==> config.mk <==
export PLATFORM = sky130hd
export DESIGN_NAME = stopwatch_ctrl
export DESIGN_NICKNAME = d
export VERILOG_FILES = /design/src/rtl/stopwatch_ctrl_pkg.sv /design/src/rtl/stopwatch_ctrl_button_conditioner.sv /design/src/rtl/stopwatch_ctrl.sv
export SDC_FILE = /design/constraint.sdc
export NUM_CORES = 1
export LEC_CHECK = 0
export BUFFER_PORTS_ARGS = -buffer_cell sky130_fd_sc_hd__buf_2
export CAP_MARGIN = 40
export CORE_UTILIZATION = 45
export CTS_BUF_LIST = sky130_fd_sc_hd__clkbuf_2 sky130_fd_sc_hd__clkbuf_4 sky130_fd_sc_hd__clkbuf_8
export DETAILED_ROUTE_END_ITERATION = 10
export MAX_ROUTING_LAYER = met4
export PLACE_DENSITY = 0.66
export RECOVER_POWER = 100
export SLEW_MARGIN = 20
export SYNTH_ARGS = -nofsm -noshare
export SYNTH_HDL_FRONTEND = slang
export SYNTH_SLANG_ARGS = --single-unit
==> constraint.sdc <==
create_clock -name clk -period 3.03 [get_ports clk]
set_input_delay 0.4545 -clock clk [delete_from_list [all_inputs] [get_ports clk]]
set_output_delay 0.4545 -clock clk [all_outputs]
set_load 0.03 [all_outputs]
==> src/rtl/stopwatch_ctrl_pkg.sv <==
// Shared definitions for the stopwatch control sequencer: state encoding and defaults.
package stopwatch_ctrl_pkg;

  typedef enum logic [2:0] {
    ST_CLEAR = 3'd0,
    ST_IDLE  = 3'd1,
    ST_RUN   = 3'd2,
    ST_PAUSE = 3'd3,
    ST_LAP   = 3'd4
  } state_t;

  localparam int unsigned TICK_HZ_DEFAULT = 100;

  // RUN and LAP both keep the chain counting; LAP only freezes the display.
  function automatic logic is_counting(input state_t s);
    return (s == ST_RUN) || (s == ST_LAP);
  endfunction

endpackage

==> src/rtl/stopwatch_ctrl_button_conditioner.sv <==
// Raw push-button to single-cycle press pulse: 2-FF synchroniser, debounce, rising-edge detect.
module button_conditioner #(
  parameter int unsigned DEBOUNCE_CYCLES = 10_000
) (
  input  logic i_clk,
  input  logic i_rst_n,
  input  logic i_btn,
  output logic o_pulse
);

  localparam int unsigned CW = (DEBOUNCE_CYCLES < 2) ? 1 : $clog2(DEBOUNCE_CYCLES);
  localparam logic [CW-1:0] CNT_LAST = CW'(DEBOUNCE_CYCLES - 1);

  logic          r_sync1;
  logic          r_sync2;
  logic          r_level;
  logic          r_level_d;
  logic [CW-1:0] r_cnt;

  always_ff @(posedge i_clk or negedge i_rst_n) begin
    if (!i_rst_n) begin
      r_sync1   <= 1'b0;
      r_sync2   <= 1'b0;
      r_level   <= 1'b0;
      r_level_d <= 1'b0;
      r_cnt     <= '0;
    end else begin
      r_sync1   <= i_btn;
      r_sync2   <= r_sync1;
      r_level_d <= r_level;
      // Any cycle where the input agrees with the accepted level restarts the count.
      if (r_sync2 == r_level) begin
        r_cnt <= '0;
      end else if (r_cnt == CNT_LAST) begin
        r_level <= r_sync2;
        r_cnt   <= '0;
      end else begin
        r_cnt <= r_cnt + 1'b1;
      end
    end
  end

  assign o_pulse = r_level & ~r_level_d;

endmodule

==> src/rtl/stopwatch_ctrl.sv <==
// Stopwatch control sequencer: button conditioning, 100 Hz prescaler and RUN/PAUSE/LAP/CLEAR FSM.
module stopwatch_ctrl
  import stopwatch_ctrl_pkg::*;
#(
  parameter int unsigned CLK_HZ          = 10_000_000,
  parameter int unsigned TICK_HZ         = TICK_HZ_DEFAULT,
  parameter int unsigned DEBOUNCE_CYCLES = 10_000,
  localparam int unsigned DIV            = CLK_HZ / TICK_HZ,
  localparam int unsigned PW             = $clog2(DIV)
) (
  input  logic          clk,
  input  logic          res_n,
  input  logic          btn_start_stop,
  input  logic          btn_lap_reset,
  output logic          chain_ena,
  output logic          chain_res,
  output logic          freeze,
  output logic          running,
  output state_t        o_dbg_state,
  output logic [PW-1:0] o_dbg_pcnt
);

  localparam logic [PW-1:0] PCNT_MAX = PW'(DIV - 1);

  state_t        r_state;
  state_t        w_state_nxt;
  logic [PW-1:0] r_pcnt;
  logic          w_ss;
  logic          w_lr;

  button_conditioner #(.DEBOUNCE_CYCLES(DEBOUNCE_CYCLES)) u_btn_ss (
    .i_clk   (clk),
    .i_rst_n (res_n),
    .i_btn   (btn_start_stop),
    .o_pulse (w_ss)
  );

  button_conditioner #(.DEBOUNCE_CYCLES(DEBOUNCE_CYCLES)) u_btn_lr (
    .i_clk   (clk),
    .i_rst_n (res_n),
    .i_btn   (btn_lap_reset),
    .o_pulse (w_lr)
  );

  always_ff @(posedge clk or negedge res_n) begin
    if (!res_n) begin
      r_state <= ST_CLEAR;
    end else begin
      r_state <= w_state_nxt;
    end
  end

  // start_stop is tested first everywhere, so it wins over a simultaneous lap_reset.
  always_comb begin
    w_state_nxt = r_state;
    case (r_state)
      ST_CLEAR: w_state_nxt = ST_IDLE;
      ST_IDLE:  if (w_ss) w_state_nxt = ST_RUN;
      ST_RUN: begin
        if (w_ss)      w_state_nxt = ST_PAUSE;
        else if (w_lr) w_state_nxt = ST_LAP;
      end
      ST_LAP: begin
        if (w_ss)      w_state_nxt = ST_PAUSE;
        else if (w_lr) w_state_nxt = ST_RUN;
      end
      ST_PAUSE: begin
        if (w_ss)      w_state_nxt = ST_RUN;
        else if (w_lr) w_state_nxt = ST_CLEAR;
      end
      default: w_state_nxt = ST_CLEAR;
    endcase
  end

  // PAUSE keeps the partial tick so a resume continues the same centisecond.
  always_ff @(posedge clk or negedge res_n) begin
    if (!res_n) begin
      r_pcnt <= '0;
    end else if (is_counting(r_state)) begin
      r_pcnt <= (r_pcnt == PCNT_MAX) ? '0 : r_pcnt + 1'b1;
    end else if (r_state != ST_PAUSE) begin
      r_pcnt <= '0;
    end
  end

  assign chain_ena   = is_counting(r_state) && (r_pcnt == PCNT_MAX);
  assign chain_res   = (r_state == ST_CLEAR);
  assign freeze      = (r_state == ST_LAP);
  assign running     = is_counting(r_state);
  assign o_dbg_state = r_state;
  assign o_dbg_pcnt  = r_pcnt;

endmodule

==> results.md <==
- 1st-pass router iterations: 6
- Vias in the first global route: 1944
- DRC: 0
- Critical path type: reg2reg
- Area leader, netlist: dfrtp_1
- CTS tree: built
- Min-Delay Path Class: in2reg
- Pwr Total: approximately 1.2 mW
- Power density cells: 405 mW/mm2
- Die Y: approximately 81 um
- First-pass GRT wire length: about 9000 um
- Worst-path clk slew: ~100 ps
- Crit-path max FO: 16
- Postcts setup bufs: 0
- Top post-synthesis cells by area: dfrtp_1 (50%), xnor2_1 (5.0%), nor2_1 (4.9%), xor2_1 (4.4%), nand4_1 (2.7%)
- Setup-failing EPs final: 0
- Critical path required time: around 3300 ps
- Clock Tree Root: clkbuf_8
- Core Area: 0.00596 mm2
- Htree depth: 2
- Arr. time, crit path: 2610 ps
- Final Cycle Share: 78.4%
- Drt via density: 5.62
- Register area: between 0.001 and 0.0015 mm2
- 1st-iter DRT viols: 105
- Peak supply drop: around 0.25 mV
- PortBufs: 27
- RSZ-0062 raised after global routing: no
- Setup TNS: 0 ps
- Clk_skew: 10.0 ps
- Ports: 28
- Largest net degree at the start of global routing: 31
- FMAX: roughly 420 MHz
- Cell area after synthesis: 0.00279 mm2
- Leakage Power: 1.18 nW
- Synthesized instance count: 280
- Clk buf depth: 2
- Startpoint types: register
- Overall Global Routing Usage: ~18%
- Routed Antenna Nets: 0
- Layout Area Growth over Synthesis: 9.16%
- Total congestion overflow: 0
- Outcome: complete, no violations
- Final hold vios: 0
- Fill count: 570
- Hold WS: roughly 240 ps
- Main synth FF type: dfrtp_1
- GPL Wtd Cong: 0.808
- Die area: 0.00651 mm2
- Placed cell area: just under 0.003 mm2
- Clk_lat worst skew: 310 ps
- Layout cells sized above 1: 5.52%
- # hold bufs at CTS: 0
- Synthesized flop and latch total: 56
- HPWL after detailed placement: 3680 um
- Multi-input gate area: 0.00132 mm2
- Slew headroom: 5.25%
- Worst setup EP type: register
- CTS buffer count: 5
- Synth unique cells: 42
- Ys async rst share: 100%
- Vias: 2153
- Cell Rows: 28
- Initial Util: 46.8%
- Width of the die: between 80 and 90 um
- Core Util, Final: a little over 50%
- Worst-Margin Slew: between 1000 and 1500 ps
- Design Area, Final: 0.00304 mm2
- Total clock sinks: 56
- Antenna Diode Count: 0
- Post-synthesis sequential area ratio: roughly half
- Yosys warns: 0
- Final wirelength: 5290 um
- MaxCap Viol Count: 0
- Syn nets: 289
- Post-layout nets: 316
- Final Critical Period: 2380 ps
- Top cell type's share of synthesized area: slightly above 50%
- Number of flops mapped to enable cells by yosys: 0
- Initial antenna violation count: 0
- Synthesized area per cell: 9.95 um2
- Slew Viols, Final: 0
- WL per Instance: 13.8 um
- Post-cts sizing count: 0
-- power by group --
group	switching, mW	internal, mW	total, mW
clock	0.240	0.187	0.427
sequential	0.0123	0.756	0.768
combinational	0.0273	0.00983	0.0371
total	0.279	0.953	1.23
-- flip-flops by register name, indices dropped and copies added (netlist names) --
register / flops
o_dbg_pcnt: 17
u_btn_lr.r_cnt: 14
u_btn_ss.r_cnt: 14
o_dbg_state: 3
u_btn_lr.r_level: 1
u_btn_lr.r_level_d: 1
u_btn_lr.r_sync1: 1
u_btn_lr.r_sync2: 1
u_btn_ss.r_level: 1
u_btn_ss.r_level_d: 1
u_btn_ss.r_sync1: 1
u_btn_ss.r_sync2: 1
-- kinds of logic after synthesis --
family / synth area share [%]
mux: 1.17
flops: 50.3
simple gates: 26.4
compound gates: 8.09
buf+inv: 2.38
fa+ha+maj: 2.25
xor+xnor: 9.43
-- routing by layer --
layer	GRT usage, %	vias up	part of all wire [%]
li1	-	1061	-
met1	22.3	1027	48
met2	30.2	59	46
met3	4.20	6	5.2
met4	5.36	0	1.2
met5	-	-	0
-- synthesized netlist by cell type (all sizes together) (2+ instances only) --
master,count
and3,4
clkbuf,5
xnor2,16
mux2,2
o21ba,2
nand2,19
o31ai,3
o21ai,13
nor4b,2
dfrtp,56
nand4b,2
o31a,2
a21oi,10
nor2b,3
inv,5
or3,7
xor2,14
nor2,36
nor3b,5
and4,5
nor4bb,2
buf,4
nand4,12
or4,3
ha,5
nor4,11
nand3,12
nor3,8
-- critical path, cell delays in order, from the launching register on --
cell     delay, ps
dfrtp_1        530
and3b_1        410
or4_1          690
or4_1          500
a21oi_1        160
-- per-stage QoR --
step | setup slack [ps] | cells
5_1_grt | 382 | 383
6_report | 655 | 383
3_5_place_dp | 710 | 375
4_1_cts | 677 | 383
2_1_floorplan | 569 | 280
3_3_place_gp | 764 | 375
-- final timing paths --
| check | startpoint | end | slack (ps) | depth (start not counted) |
|---|---|---|---|---|
| worst max-delay path | o_dbg_state[0] | o_dbg_pcnt[16] | 650 | 4 |
| min in group asynchronous | res_n | o_dbg_pcnt[2] | 450 | 1 |
| max in group asynchronous | res_n | u_btn_ss.r_sync1 | 1190 | 2 |
| worst max register to register | o_dbg_state[0] | o_dbg_pcnt[16] | 650 | 4 |
| worst min-delay path | btn_lap_reset | u_btn_lr.r_sync1 | 240 | 1 |
| worst min register to register | u_btn_lr.r_sync1 | u_btn_lr.r_sync2 | 370 | 0 |
-- layout make-up --
cell class / count / share of cell area [%]
inverters: 5 / 0.617
repair buffers: 29 / 3.70
flip-flops and latches: 56 / 46.1
clock buffers: 6 / 2.72
clock inverters: 2 / 0.453
well taps: 75 / 3.09
multi-input cells: 210 / 43.3
-- placed cells by master (no fill, tap or decap), types with 6 or more instances in the layout --
cell / netlist / routed
a21oi_1: 10 / 10
clkbuf_1: 5 / 26
clkbuf_8: 0 / 6
dfrtp_1: 56 / 56
nand2_1: 19 / 19
nand3_1: 12 / 12
nand4_1: 12 / 12
nor2_1: 36 / 36
nor3_1: 8 / 8
nor4_1: 11 / 11
o21ai_0: 13 / 13
or3_1: 7 / 7
xnor2_1: 16 / 16
xor2_1: 14 / 14
No activity file was read; power rests on OpenSTA's default activity.
